$ cat src/rtl/sim_src_seq_pkg.sv
// -----------------------------------------------------------------------------
// sim_src_seq_pkg
// Shared definitions for the simulation reset-sequence source:
//   - state_e         : sequencer FSM state encoding
//   - DEF_*           : default parameter values for sim_src_seq
//   - calc_last_edge  : edge index L at which the last channel is released
//   - max_of4         : helper for the counter-width elaboration check
// -----------------------------------------------------------------------------
package sim_src_seq_pkg;

  typedef enum logic [1:0] {
    ST_WAIT    = 2'd0,
    ST_HOLD    = 2'd1,
    ST_RELEASE = 2'd2,
    ST_RUN     = 2'd3
  } state_e;

  localparam int DEF_N_CH     = 4;
  localparam int DEF_CNT_W    = 16;
  localparam int DEF_START    = 2;
  localparam int DEF_DURATION = 4;
  localparam int DEF_STAGGER  = 1;
  localparam int DEF_TICK_DIV = 4;

  // Edge index (counted from the sequence start edge) of the last release.
  function automatic int calc_last_edge(input int start, input int duration,
                                        input int stagger, input int n_ch);
    return start + duration + (n_ch - 1) * stagger;
  endfunction

  function automatic longint max_of4(input longint a, input longint b,
                                     input longint c, input longint d);
    longint m;
    m = a;
    if (b > m) m = b;
    if (c > m) m = c;
    if (d > m) m = d;
    return m;
  endfunction

endpackage

$ cat src/rtl/sim_src_tick_div.sv
// -----------------------------------------------------------------------------
// sim_src_tick_div
// Periodic single-cycle pulse generator. While enabled, o_pulse is high for one
// cycle after every TICK_DIV-th enabled edge. i_clr restarts the period.
// Ports:
//   i_clk    : clock, rising edge
//   i_rst_n  : synchronous active-low reset
//   i_en     : count enable (counter holds, pulse low when 0)
//   i_clr    : synchronous clear of counter and pulse
//   o_pulse  : registered single-cycle pulse
// -----------------------------------------------------------------------------
module sim_src_tick_div #(
  parameter int CNT_W    = 16,
  parameter int TICK_DIV = 4
) (
  input  logic i_clk,
  input  logic i_rst_n,
  input  logic i_en,
  input  logic i_clr,
  output logic o_pulse
);

  logic [CNT_W-1:0] r_cnt;
  logic             r_pulse;

  // Divider counter: reloads to zero on the terminal count, so it never wraps.
  always_ff @(posedge i_clk) begin
    if (!i_rst_n) begin
      r_cnt   <= '0;
      r_pulse <= 1'b0;
    end else if (i_clr) begin
      r_cnt   <= '0;
      r_pulse <= 1'b0;
    end else if (!i_en) begin
      r_cnt   <= r_cnt;
      r_pulse <= 1'b0;
    end else if (r_cnt == CNT_W'(TICK_DIV - 1)) begin
      r_cnt   <= '0;
      r_pulse <= 1'b1;
    end else begin
      r_cnt   <= r_cnt + CNT_W'(1);
      r_pulse <= 1'b0;
    end
  end

  assign o_pulse = r_pulse;

endmodule

$ cat src/rtl/sim_src_seq.sv
// -----------------------------------------------------------------------------
// sim_src_seq
// Simulation reset-sequence source. After rst_n or restart, waits START cycles,
// asserts all channel resets for DURATION cycles, then releases channel i at
// START+DURATION+i*STAGGER. Once the last channel is released, done stays high
// and (optionally) tick pulses every TICK_DIV cycles.
// Ports:
//   clk     : clock, rising edge
//   rst_n   : synchronous active-low reset (priority over restart)
//   restart : synchronous sequence restart
//   ch_rst  : per-channel active-high reset outputs (registered)
//   done    : high once all channels are released (registered)
//   tick    : periodic one-cycle pulse in RUN (registered)
// Configuration macro:
//   SIM_SRC_SEQ_TICK_EN : when defined, the tick divider is instantiated;
//                         otherwise tick is tied low.
// -----------------------------------------------------------------------------
module sim_src_seq
  import sim_src_seq_pkg::*;
#(
  parameter int N_CH     = DEF_N_CH,
  parameter int CNT_W    = DEF_CNT_W,
  parameter int START    = DEF_START,
  parameter int DURATION = DEF_DURATION,
  parameter int STAGGER  = DEF_STAGGER,
  parameter int TICK_DIV = DEF_TICK_DIV
) (
  input  logic            clk,
  input  logic            rst_n,
  input  logic            restart,
  output logic [N_CH-1:0] ch_rst,
  output logic            done,
  output logic            tick
);

  localparam int IDX_W = (N_CH > 1) ? $clog2(N_CH) : 1;
  localparam longint CNT_CAP = (longint'(1) << CNT_W) - longint'(1);
  localparam longint CNT_NEED = max_of4(longint'(START), longint'(DURATION),
                                        longint'((N_CH - 1) * STAGGER),
                                        longint'(TICK_DIV));
  // Releasing happens in zero cycles when there is nothing to stagger.
  localparam bit SKIP_RELEASE = (N_CH == 1) || (STAGGER == 0);
  localparam logic [N_CH-1:0] W_ONE = N_CH'(1);

  // Elaboration-time parameter checks.
  if (CNT_NEED > CNT_CAP) begin : g_cnt_w_chk
    $fatal(1, "sim_src_seq: CNT_W=%0d too narrow for value %0d", CNT_W, CNT_NEED);
  end
  if (N_CH < 1 || N_CH > 16) begin : g_nch_chk
    $fatal(1, "sim_src_seq: N_CH=%0d out of range 1..16", N_CH);
  end
  if (START < 1 || DURATION < 1 || STAGGER < 0 || TICK_DIV < 2) begin : g_par_chk
    $fatal(1, "sim_src_seq: illegal timing parameters");
  end

  state_e            r_state;
  logic [CNT_W-1:0]  r_cnt;
  logic [IDX_W-1:0]  r_idx;
  logic [N_CH-1:0]   r_ch_rst;
  logic              r_done;

  // Sequencer FSM. r_cnt counts edges inside the current phase and is zeroed
  // on each phase change, so it never exceeds its terminal value.
  always_ff @(posedge clk) begin
    if (!rst_n || restart) begin
      r_state  <= ST_WAIT;
      r_cnt    <= '0;
      r_idx    <= '0;
      r_ch_rst <= '0;
      r_done   <= 1'b0;
    end else begin
      case (r_state)
        ST_WAIT: begin
          if (r_cnt == CNT_W'(START - 1)) begin
            r_state  <= ST_HOLD;
            r_cnt    <= '0;
            r_ch_rst <= '1;
          end else begin
            r_cnt <= r_cnt + CNT_W'(1);
          end
        end
        ST_HOLD: begin
          if (r_cnt == CNT_W'(DURATION - 1)) begin
            r_cnt <= '0;
            if (SKIP_RELEASE) begin
              r_ch_rst <= '0;
              r_done   <= 1'b1;
              r_state  <= ST_RUN;
            end else begin
              r_ch_rst <= r_ch_rst & ~W_ONE;
              r_idx    <= IDX_W'(1);
              r_state  <= ST_RELEASE;
            end
          end else begin
            r_cnt <= r_cnt + CNT_W'(1);
          end
        end
        ST_RELEASE: begin
          if (r_cnt == CNT_W'(STAGGER - 1)) begin
            r_cnt    <= '0;
            r_ch_rst <= r_ch_rst & ~(W_ONE << r_idx);
            if (r_idx == IDX_W'(N_CH - 1)) begin
              r_done  <= 1'b1;
              r_state <= ST_RUN;
            end else begin
              r_idx <= r_idx + IDX_W'(1);
            end
          end else begin
            r_cnt <= r_cnt + CNT_W'(1);
          end
        end
        ST_RUN: begin
          r_state <= ST_RUN;
        end
        default: begin
          r_state  <= ST_WAIT;
          r_cnt    <= '0;
          r_idx    <= '0;
          r_ch_rst <= '0;
          r_done   <= 1'b0;
        end
      endcase
    end
  end

  assign ch_rst = r_ch_rst;
  assign done   = r_done;

`ifdef SIM_SRC_SEQ_TICK_EN
  logic w_run;
  logic w_tick;

  assign w_run = (r_state == ST_RUN);

  // Divider only advances in RUN; leaving RUN is only possible through
  // restart/reset, which also clear it, so each RUN entry starts at phase 0.
  sim_src_tick_div #(
    .CNT_W    (CNT_W),
    .TICK_DIV (TICK_DIV)
  ) u_tick_div (
    .i_clk   (clk),
    .i_rst_n (rst_n),
    .i_en    (w_run),
    .i_clr   (restart),
    .o_pulse (w_tick)
  );

  assign tick = w_tick;
`else
  assign tick = 1'b0;
`endif

endmodule

$ cat config.mk
export PLATFORM = sky130hd
export DESIGN_NAME = sim_src_seq
export DESIGN_NICKNAME = d
export VERILOG_FILES = /design/src/rtl/sim_src_seq_pkg.sv /design/src/rtl/sim_src_tick_div.sv /design/src/rtl/sim_src_seq.sv
export SDC_FILE = /design/constraint.sdc
export NUM_CORES = 1
export LEC_CHECK = 0
export ABC_CLOCK_PERIOD_IN_PS = 2300
export BUFFER_PORTS_ARGS = -buffer_cell sky130_fd_sc_hd__buf_2
export CORE_MARGIN = 8
export CORE_UTILIZATION = 30
export CTS_BUF_LIST = sky130_fd_sc_hd__clkbuf_2 sky130_fd_sc_hd__clkbuf_4 sky130_fd_sc_hd__clkbuf_8
export DETAILED_ROUTE_END_ITERATION = 8
export GPL_TIMING_DRIVEN = 0
export PLACE_DENSITY = 0.44
export SYNTH_ARGS = -nofsm -noshare
export SYNTH_HDL_FRONTEND = slang
export SYNTH_SLANG_ARGS = --single-unit
$ cat constraint.sdc
create_clock -name clk -period 2.3 [get_ports clk]
set_input_delay 0.115 -clock clk [delete_from_list [all_inputs] [get_ports clk]]
set_output_delay 0.115 -clock clk [all_outputs]
set_load 0.02 [all_outputs]
==> results.rst, run 1 <==
.. list-table::
   :header-rows: 1

   * - Metric
     - Value
   * - Most frequently used flop master after synthesis
     - dfxtp_1
   * - Weighted congestion at the end of routability-driven global placement
     - 0.749
   * - Initial detailed-routing violation count
     - 57
   * - Maximum fanout along the worst path
     - 6
   * - Sequential share of the synthesized area
     - 31.7%
   * - Nets
     - 208
   * - Max Slew Vio Count
     - 0
   * - Number of remaining DRC errors
     - 0
   * - Number of enable-type register cells in the synthesized netlist
     - 0
   * - Fraction of synthesis flops using an asynchronous set or reset pin
     - 0%
   * - Number of global-route vias before repair
     - 1303
   * - Detail-routed net length per standard cell
     - 13.9 µm
   * - Flip-flop and latch count after synthesis
     - 25
   * - Setup-violating endpoint count in the final report
     - 0
   * - Kind of start point of the critical path
     - flip-flop
   * - TritonCTS clock tree
     - built
   * - Category of the most critical setup path
     - flip-flop to flip-flop
   * - Wire length on met2
     - 1.77 mm
   * - Sum of net half-perimeters after detailed placement
     - 2.68 mm
   * - Antenna violations before repair
     - 0
   * - Max transition margin
     - 54.1%
   * - Area growth from synthesis to layout
     - 18.3%
   * - Clock insertion delay at the later pin of the skew report
     - 270 ps
   * - Global-route usage over all layers
     - 9.80%
   * - I/O pin cnt
     - 9
   * - Number of distinct standard cells referenced by the synthesized netlist
     - 44
   * - Worst-case vdd ir drop
     - 0.218 mV
   * - TritonRoute pass-1 iters
     - 4
   * - Slowest stage cell, crit path
     - nor4_1
   * - Per-cell via count in the routed design
     - 5.10
   * - Met3 layer wire length in the routed design
     - 65 µm
   * - Final hold violation count
     - 0
   * - Total number of yosys warnings
     - 0
   * - Top Metal Used
     - met4
   * - Std-Cell Core Area
     - 0.00511 mm²
   * - Data arrival time at the worst-slack endpoint
     - 2410 ps
   * - Share of the core filled with cells
     - 36.6%
   * - Mapped Nets
     - 188
   * - Count of cells along the worst register-to-register path
     - 4
   * - Proportion of layout cells with a drive suffix above 1
     - 19.9%
   * - Maximum capacitance violations
     - 0
   * - Maximum number of pins on one net before global-route repair
     - 15
   * - Number of buffer cells added on primary ports
     - 7
   * - DRT met1 WL
     - 1.76 mm
   * - DIE HEIGHT
     - 88.6 µm
   * - Pwr dens
     - 500 mW/mm²
   * - Total congestion overflow
     - 0
   * - Via total after detailed routing
     - 1332
   * - Row count
     - 26
   * - Run status
     - complete, no violations
   * - Hold Path Cell Cnt
     - 4
   * - Drt total wl
     - 3.62 mm
   * - CTS H-Tree Depth
     - 1
   * - Effective utilization at floorplan
     - 30.9%
   * - Cell count after synthesis
     - 172
   * - Cts bufs inserted
     - 3
   * - Sink Count
     - 25
   * - Classification of the worst-slack hold path
     - primary input to flip-flop
   * - Sequence of cells on the critical path
     - nand4_1, nor4_1, nor3b_1, a41o_1
   * - DIE AREA
     - 0.00784 mm²
   * - RSZ-0062 raised after global routing
     - yes
   * - Die width
     - 88.6 µm
   * - Worst setup skew after layout
     - 1.15 ps
   * - Wire length of the first global-routing pass
     - 6.15 mm
   * - Minimum period implied by the final worst setup slack
     - 2190 ps
   * - Data required time of the critical path
     - 2520 ps
   * - Mean Syn Cell Area
     - 9.18 µm²
   * - Longest individual stage delay on the worst path
     - 670 ps
   * - Antenna cell count
     - 0
   * - Cell area after synthesis
     - 0.00158 mm²
   * - Hold bufs inserted after CTS
     - 0
   * - Clock root buffer
     - clkbuf_8
   * - Final worst path period share
     - 95.3%
   * - CP endpoint kind
     - flip-flop
   * - Transition time at the pin with the least slew margin
     - 683 ps
   * - Number of antenna-violating nets in the routed design
     - 0
   * - Total negative slack
     - 0 ps
   * - Clock-pin slew reported for the worst setup and hold paths after clock tree synthesis
     - 90 ps
   * - Achievable clock frequency
     - 0.456 GHz
   * - Number of buffers on the longest clock path
     - 2
   * - Cell leakage power
     - 0.757 nW
logic make-up (layout without fill, tap and decap cells):
family,after synthesis,after routing,synth area share (%)
DFF,25,25,31.7
adders and majority gates,13,13,10.3
buffers and inverters,21,40,5.55
AOI/OAI and AO/OA,36,36,20.4
xor gates and xnor gates,8,8,4.44
and+or+nand+nor,68,68,27.4
other,1,1,0.237
cells in the final DEF (no fill, tap or decap), types with 4 or more instances in the layout:
master / n
a21oi_1: 5
ha_1: 13
buf_4: 10
nand2_1: 10
nor2_1: 9
and3_1: 5
xor2_1: 5
o21ai_0: 4
dfxtp_1: 25
a41oi_1: 4
inv_1: 14
nand3_1: 7
and2_1: 9
buf_2: 7
sequential cells by signal (all words and copies together) (netlist names):
name and count:
r_idx 2, ch_rst 4, r_cnt 16, done 1
r_state 2
routing by layer:
metal  track usage (%)  up-vias
met4              2.76        0
met2              16.5        5
met1              12.1      658
li1                  -      667
met3              2.23        2
met5                 0        -
worst max-delay path: cells and delay by family (launching register included):
family,cells,cell delay [ps]
AND/OR/NAND/NOR,3,1390
AO/OA/AOI/OAI,1,230
flip-flops,1,520
synth_stat cells (3+ instances only):
cell type	n	share of area [%]
xor2_1	5	2.8
o41ai_1	3	1.7
nand3_1	7	2.2
dfxtp_1	25	32
nand2_1	10	2.4
and3_1	5	2.0
o21ai_0	4	1.3
xnor2_1	3	1.7
nor4_4	3	4.0
nor3b_1	5	2.4
inv_1	15	3.6
and2_1	9	3.6
a21oi_1	6	1.9
a41oi_1	4	2.2
nor2_1	9	2.1
o21a_1	3	1.4
nor4_1	5	2.0
nand4_1	3	1.2
a211oi_1	3	1.4
ha_1	13	10
through the flow:
| stage | setup WS, ps | total power (W) | instance area (µm²) | hold slack (ps) | instances |
|---|---|---|---|---|---|
| final | 108 | 0.000933 | 1870 | 376 | 261 |
| after global routing | -5.97 | 0.000982 | 1870 | 406 | 261 |
| after CTS | 6.72 | 0.000929 | 1750 | 379 | 253 |
| after detailed placement | -72.2 | 0.000653 | 1700 | 450 | 249 |
| after global placement | -42.3 | 0.000648 | 1700 | 448 | 249 |
| after floorplan | 333 | 0.000606 | 1580 | 450 | 172 |
final timing paths:
kind,from,slack [ps],endpoint
worst max-delay path,r_cnt[6],110,r_cnt[12]
worst min-delay path,restart,380,done
worst max register to register,r_cnt[6],110,r_cnt[12]
worst min register to register,ch_rst[0],470,ch_rst[0]
repair_timing:
| item | 4_1_cts | 5_1_grt |
|---|---|---|
| resized for setup | 1 | 10 |
| setup endpoints to repair | 8 | 19 |
| pin swaps | 0 | 4 |
| buffers inserted | 0 | 8 |
where the power goes:
group / switching (W) / leakage (nW) / internal [W]
sequential: 0.0000131 / 0.202 / 0.000445
combinational: 0.000126 / 0.530 / 0.0000792
clock: 0.000148 / 0.0255 / 0.000121
cell type report:
| class | instances | area [µm²] |
|---|---|---|
| Fill cell | 542 | 3240 |
| Multi-Input combinational cell | 126 | 1040 |
| Sequential cell | 25 | 500 |
| Timing Repair Buffer | 15 | 95.1 |
| Tap cell | 70 | 87.6 |
| Inverter | 15 | 60.1 |
| Clock buffer | 3 | 41.3 |
| Buffer | 6 | 33.8 |
| Clock inverter | 1 | 5.00 |
Note: power is estimated with default switching activity, not from simulation.
==> run 2, diff against run 1 <==
Settings changed: ABC_AREA set to 1.
==> results.rst, run 2 <==
.. list-table::
   :header-rows: 1

   * - Metric
     - Value
   * - Nets
     - 318 (+53%)
   * - Per-cell via count in the routed design
     - 4.30 (-16%)
   * - Total negative slack
     - 0 ps (unchanged)
   * - Cts bufs inserted
     - 3 (unchanged)
   * - Setup-violating endpoint count in the final report
     - 0 (unchanged)
   * - Instance count after placement with tap cells included
     - 372 (+49%)
   * - Sink Count
     - 25 (unchanged)
   * - Fraction of post-synthesis cell area in the top cell type by area
     - 27.1% (-4.6 points)
   * - Most frequently used flop master after synthesis
     - dfxtp_1
   * - Effective utilization at floorplan
     - 31.0% (+0.11 points)
   * - CP endpoint kind
     - flip-flop
   * - Maximum capacitance violations
     - 0 (unchanged)
   * - Number of antenna-violating nets in the routed design
     - 0 (unchanged)
   * - Sequence of cells on the critical path
     - inv_1, ha_1, inv_1, nand4_1, nand2_1, buf_2, nor2_1, nand2_1, a21oi_1
   * - Longest individual stage delay on the worst path
     - 410 ps (-260 ps)
   * - Achievable clock frequency
     - 0.560 GHz (+23%)
   * - Final worst path period share
     - 77.7% (-18 points)
   * - Hold bufs inserted after CTS
     - 0 (unchanged)
   * - Number of buffer cells added on primary ports
     - 7 (unchanged)
   * - Setup slack on the worst flop-to-flop path
     - 510 ps (+410 ps)
   * - Most frequently used cell type in the post-synthesis netlist
     - nand2_1
   * - Commonest cells after routing, fill and taps aside
     - nand2_1 (87), nor2_1 (48), inv_1 (33)
   * - Category of the most critical setup path
     - flip-flop to flip-flop
   * - Maximum number of pins on one net before global-route repair
     - 14 (-1)
   * - Maximum fanout along the worst path
     - 10 (+4)
   * - Clock root buffer
     - clkbuf_8
   * - Via total after detailed routing
     - 1616 (+21%)
   * - Reg-to-Reg End
     - r_cnt[0]
   * - Antenna cell count
     - 0 (unchanged)
   * - Final hold violation count
     - 0 (unchanged)
   * - Top reg by flops
     - r_cnt
   * - Largest area contributor in the synthesized netlist
     - dfxtp_1
   * - Area growth from synthesis to layout
     - 9.61%
   * - Data required time of the critical path
     - 2450 ps (-70 ps)
   * - Cell area after synthesis
     - 0.00185 mm² (+17%)
   * - Slowest stage cell, crit path
     - dfxtp_1
   * - Initial detailed-routing violation count
     - 74 (+30%)
   * - I/O pin cnt
     - 9 (unchanged)
   * - Kind of start point of the critical path
     - flip-flop
   * - Classification of the worst-slack hold path
     - primary input to flip-flop
   * - Max Slew Vio Count
     - 0 (unchanged)
   * - Reg-to-reg startpoint
     - r_state[0]
   * - Mapped Nets
     - 306 (+63%)
   * - Cells resized by post-CTS repair
     - 0 (-1)
   * - CP Capture Point
     - r_cnt[0]
   * - WP depth
     - 9 (+5)
   * - Number of buffers on the longest clock path
     - 2 (unchanged)
   * - Number of distinct standard cells referenced by the synthesized netlist
     - 31 (-30%)
   * - Proportion of layout cells with a drive suffix above 1
     - 13.6% (-6.3 points)
   * - Flip-flop and latch count after synthesis
     - 25 (unchanged)
   * - TritonCTS clock tree
     - built
   * - Std-Cell Core Area
     - 0.00596 mm² (+17%)
   * - Mean Syn Cell Area
     - 6.37 µm² (-31%)
   * - Number of remaining DRC errors
     - 0 (unchanged)
   * - Antenna violations before repair
     - 0 (unchanged)
   * - Count of cells along the worst register-to-register path
     - 9 (+5)
   * - Data arrival time at the worst-slack endpoint
     - 1930 ps (-480 ps)
   * - Cell leakage power
     - 0.856 nW (+13%)
   * - Cell count after synthesis
     - 290 (+69%)
   * - Worst-case vdd ir drop
     - 0.239 mV (+9.4%)
   * - DIE HEIGHT
     - 94.5 µm (+6.7%)
   * - Count of filler cells inserted in the layout
     - 680 (+25%)
   * - Total power after layout
     - 0.00103 W (+10%)
   * - Clock insertion delay at the later pin of the skew report
     - 280 ps (about the same)
   * - Transition time at the pin with the least slew margin
     - 562 ps (-120 ps)
   * - Sequential share of the synthesized area
     - 27.1% (-4.6 points)
   * - Row count
     - 28 (+7.7%)
   * - Total number of yosys warnings
     - 0 (unchanged)
   * - Leading cell type in the layout, fill and taps excluded
     - nand2_1
   * - CTS H-Tree Depth
     - 1 (unchanged)
   * - Total congestion overflow
     - 0 (unchanged)
   * - Minimum period implied by the final worst setup slack
     - 1790 ps (-405 ps)
   * - Ranking of synthesized cells by instance count
     - nand2_1 (87), nor2_1 (48), inv_1 (33)
   * - Number of enable-type register cells in the synthesized netlist
     - 0 (unchanged)
   * - TritonRoute pass-1 iters
     - 5 (+1)
   * - Number of flip-flops in the largest register
     - 16 (unchanged)
   * - Max transition margin
     - 62.5% (+8.4 points)
   * - Cell Count, Final, Fillers Out
     - 376 (+44%)
   * - Number of global-route vias before repair
     - 1577 (+21%)
   * - Post-CTS setup buffer count
     - 0 (unchanged)
   * - Buffer and inverter count on the worst path
     - 3 (+3)
   * - Die width
     - 94.5 µm (+6.7%)
   * - Detail-routed net length per standard cell
     - 11.5 µm (-17%)
   * - Run status
     - complete, no violations
   * - Synth top area cells
     - dfxtp_1 (27%), nand2_1 (18%), nor2_1 (9.7%)
   * - Sum of net half-perimeters after detailed placement
     - 3.29 mm (+23%)
   * - Source of the critical timing path
     - r_state[0]
   * - DIE AREA
     - 0.00893 mm² (+14%)
   * - Weighted congestion at the end of routability-driven global placement
     - 0.788 (+5.2%)
   * - RSZ-0062 raised after global routing
     - no
   * - Wire length of the first global-routing pass
     - 7.58 mm (+23%)
   * - Drt total wl
     - 4.31 mm (+19%)
   * - Pwr dens
     - 507 mW/mm² (+1.6%)
   * - Top Family by Delay on Critical Path
     - buffers and inverters
   * - Global-route usage over all layers
     - 10.4% (+0.61 points)
   * - Clock-pin slew reported for the worst setup and hold paths after clock tree synthesis
     - 100 ps (about the same)
   * - Fraction of synthesis flops using an asynchronous set or reset pin
     - 0% (unchanged)
   * - Worst setup skew after layout
     - 3.87 ps (+2.71 ps)
## run 2: changes by cell type in the layout (fill, tap and decap cells not counted), moves of 8 or more
cell,change
nand2_1,+77
and2_1,-9
a21oi_1,+12
nand2_2,+8
buf_4,-9
nor2_1,+39
inv_1,+19
## run 2: worst min-delay path by stage
stage | start | end | slack (ps) | cells past startpoint
floorplan | restart | r_state[0] | 320 | 3
global placement | done | done | 440 | 2
detailed placement | done | done | 440 | 2
CTS | restart | r_state[1] | 150 | 4
global route | restart | r_state[0] | 170 | 4
finish | restart | r_state[1] | 150 | 4
## run 2: per-stage QoR
stage	hold slack, ps	cell area, µm²	setup slack (ps)	utilization (%)
floorplan	321	1850	783	-
detailed placement	439	1980	492	33.2
global route	175	2030	296	34.0
CTS	154	2030	479	34.0
global placement	438	1980	499	33.2
finish	147	2030	514	34.0
## run 2: area by class of cell
class | count | area [µm²] | area share [%]
multi-input combinational | 222 | 1170 | 57.8
inverter | 34 | 128 | 6.30
timing repair buffer | 7 | 35.0 | 1.73
tap | 75 | 93.8 | 4.63
sequential | 25 | 500 | 24.7
clock buffer | 4 | 48.8 | 2.41
buffer | 9 | 48.8 | 2.41
## run 2: power breakdown
group	internal, W	leakage (nW)	switching [W]
Combinational	0.0000904	0.628	0.000174
Clock	0.000136	0.0262	0.000160
Sequential	0.000450	0.202	0.0000171
## run 2: tightest hold or removal path, stage by stage
cell and delay, ps:
buf_2 70, nor2_1 90, nand2_1 80, nor2_1 30
## run 2: logic make-up (layout without fill, tap and decap cells)
kind of cell	Yosys count	in the layout	share of synthesized area (%)
xor+xnor	4	4	1.90
flops	25	25	27.1
compound gates	35	35	12.2
other cells	1	1	0.203
fa+ha+maj	13	13	8.80
buf+inv	43	54	9.55
simple gates	169	169	40.3
## run 2: per-layer routing
metal / wire (µm) / track usage, %
met4: 25 / 1.95
met3: 67 / 2.38
met2: 1950 / 17.0
met5: 0 / 0
met1: 2270 / 13.7
==> run 3, diff against run 2 <==
Settings changed: ABC_CLOCK_PERIOD_IN_PS 2300 to 1700.
Clock period 2.3 ns to 1.7 ns, I/O delays scaled along.
==> results.rst, run 3 (synthesized netlist as in run 2, its figures left out) <==
.. list-table::
   :header-rows: 1

   * - Metric
     - Value
   * - Transition time at the pin with the least slew margin
     - 562 ps (-0.598 ps)
   * - Antenna violations before repair
     - 0 (unchanged)
   * - TritonCTS clock tree
     - built
   * - RSZ-0062 raised after global routing
     - yes
   * - Sink Count
     - 25 (unchanged)
   * - Slowest stage cell, crit path
     - dfxtp_1
   * - Share of the core filled with cells
     - 34.7% (+0.67 points)
   * - Clock insertion delay at the later pin of the skew report
     - 280 ps (about the same)
   * - Effective utilization at floorplan
     - 31.0% (unchanged)
   * - Maximum capacitance violations
     - 0 (unchanged)
   * - Count of cells along the worst register-to-register path
     - 10 (+1)
   * - TritonRoute pass-1 iters
     - 4 (-1)
   * - Total congestion overflow
     - 0 (unchanged)
   * - Sw Ratio
     - 34.2% (about the same)
   * - Proportion of power drawn by flip-flops and latches
     - 45.0% (-0.5 points)
   * - Max Slew Vio Count
     - 0 (unchanged)
   * - Number of buffers on the longest clock path
     - 2 (unchanged)
   * - Cell Count, Final, Fillers Out
     - 377 (+0.27%)
   * - Number of buffer cells added on primary ports
     - 7 (unchanged)
   * - Setup-violating endpoint count in the final report
     - 0 (unchanged)
   * - Worst-case vdd ir drop
     - 0.333 mV (+39%)
   * - Proportion of layout cells with a drive suffix above 1
     - 18.2% (+4.6 points)
   * - Switching power total
     - 0.000482 W (+37%)
   * - CP endpoint kind
     - flip-flop
   * - Wire length of the first global-routing pass
     - 7.58 mm (unchanged)
   * - Relative contribution of the clock network to total power
     - 28.5% (-0.3 points)
   * - Min setup slack post-route
     - 137 ps (-377 ps)
   * - Top reg by flops
     - r_cnt
   * - Commonest cells after routing, fill and taps aside
     - nand2_1 (85), nor2_1 (46), inv_1 (31)
   * - Number of antenna-violating nets in the routed design
     - 0 (unchanged)
   * - Maximum number of pins on one net before global-route repair
     - 14 (unchanged)
   * - Drt total wl
     - 4.34 mm (+0.56%)
   * - CTS H-Tree Depth
     - 1 (unchanged)
   * - Worst Setup Slack post-DPL
     - -108 ps (-600 ps)
   * - Instance count after placement with tap cells included
     - 372 (unchanged)
   * - Pwr dens
     - 683 mW/mm² (+35%)
   * - Per-cell via count in the routed design
     - 4.31 (+0.29%)
   * - Final hold violation count
     - 0 (unchanged)
   * - DIE AREA
     - 0.00893 mm² (unchanged)
   * - Most used cell along the critical path
     - nand2_1
   * - Kind of start point of the critical path
     - flip-flop
   * - Run status
     - complete, no violations
   * - Number of global-route vias before repair
     - 1577 (unchanged)
   * - Weighted congestion at the end of routability-driven global placement
     - 0.788 (unchanged)
   * - Hold bufs inserted after CTS
     - 0 (unchanged)
   * - Number of flip-flops in the largest register
     - 16 (unchanged)
   * - Via total after detailed routing
     - 1625 (+0.56%)
   * - Worst setup skew after layout
     - 3.78 ps (-0.0876 ps)
   * - Max transition margin
     - 62.5% (about the same)
   * - Setup slack on the worst flop-to-flop path
     - 140 ps (-380 ps)
   * - Leading cell type in the layout, fill and taps excluded
     - nand2_1
   * - Cell leakage power
     - 0.865 nW (+1.1%)
   * - Achievable clock frequency
     - 0.640 GHz (+14%)
   * - Hold Path Cell Cnt
     - 4 (unchanged)
   * - Post-Place Cell Area
     - 0.00198 mm² (unchanged)
   * - Data arrival time at the worst-slack endpoint
     - 1720 ps (-210 ps)
   * - Classification of the worst-slack hold path
     - primary input to flip-flop
   * - Global-route usage over all layers
     - 10.4% (unchanged)
   * - Clock root buffer
     - clkbuf_8
   * - Sum of net half-perimeters after detailed placement
     - 3.29 mm (unchanged)
   * - Clock-pin slew reported for the worst setup and hold paths after clock tree synthesis
     - 100 ps (about the same)
   * - Initial detailed-routing violation count
     - 61 (-18%)
   * - Internal power
     - 0.000928 W (+37%)
   * - Total power after layout
     - 0.00141 W (+37%)
   * - Minimum period implied by the final worst setup slack
     - 1560 ps (-223 ps)
   * - Antenna cell count
     - 0 (unchanged)
   * - Nets
     - 319 (+0.31%)
   * - Detail-routed net length per standard cell
     - 11.5 µm (+0.29%)
   * - Cts bufs inserted
     - 3 (unchanged)
   * - Area growth from synthesis to layout
     - 11.8%
   * - I/O pin cnt
     - 9 (unchanged)
   * - Data required time of the critical path
     - 1850 ps (-600 ps)
   * - Layout Cell Area excl Fill
     - 0.00207 mm² (+2.0%)
   * - Die width
     - 94.5 µm (unchanged)
   * - Longest individual stage delay on the worst path
     - 310 ps (-100 ps)
   * - Std-Cell Core Area
     - 0.00596 mm² (unchanged)
   * - Sequence of cells on the critical path
     - buf_2, nor2_2, nand2_1, nor2_4, nand2_1, nand2_4, nand3_2, buf_6, nand2_1, a21oi_2
   * - Proportion of power drawn by combinational gates
     - 26.5% (+0.7 points)
   * - Number of remaining DRC errors
     - 0 (unchanged)
   * - Maximum fanout along the worst path
     - 10 (unchanged)
   * - DIE HEIGHT
     - 94.5 µm (unchanged)
   * - Category of the most critical setup path
     - flip-flop to flip-flop
   * - Final worst path period share
     - 91.9% (+14 points)
   * - Row count
     - 28 (unchanged)
-- run 3: power by group through the flow --
stage	Sequential [W]	Combinational, W	Clock, W
after global routing	0.000639	0.000428	0.000440
final	0.000635	0.000373	0.000402
after CTS	0.000633	0.000373	0.000426
after detailed placement	0.000646	0.000365	0
after global placement	0.000646	0.000364	0
after floorplan	0.000655	0.000268	0
-- run 3: stage by stage --
stage	setup TNS [ps]	hold slack (ps)
finish	0	110
global route	-164	138
CTS	0	120
detailed placement	-1070	432
global placement	-991	423
floorplan	0	291
-- run 3: final timing paths --
check / startpoint / endpoint
worst min register to register: done / done
worst max-delay path: r_cnt[9] / r_cnt[14]
worst min-delay path: restart / r_state[1]
worst max register to register: r_cnt[9] / r_cnt[14]
-- run 3: repair_timing --
action / in CTS / in global routing
cloned: 0 / 0
setup endpoints to repair: 14 / 23
setup buffers: 0 / 1
resized for setup: 5 / 12
pin swaps: 0 / 1
-- run 3: layer usage --
layer	vias up	wire length [µm]	GRT usage (%)
met2	10	1950	17.0
met1	683	2280	13.7
met5	-	0	0
li1	930	-	-
met3	2	81	2.38
met4	0	25	1.95
-- run 3: worst max-delay path: cells and delay by family (launching register included) --
kind                   cells  cell delay, ps
AND/OR/NAND/NOR            7             760
buffers and inverters      2             330
AO/OA/AOI/OAI              1              50
flip-flops                 1             310
-- run 3: area by class of cell --
| cell class | instances | area, µm² |
|---|---|---|
| Sequential cell | 25 | 508 |
| Timing Repair Buffer | 8 | 42.5 |
| Fill cell | 674 | 3890 |
| Buffer | 9 | 58.8 |
| Clock buffer | 4 | 48.8 |
| Inverter | 34 | 128 |
| Tap cell | 75 | 93.8 |
| Multi-Input combinational cell | 222 | 1190 |
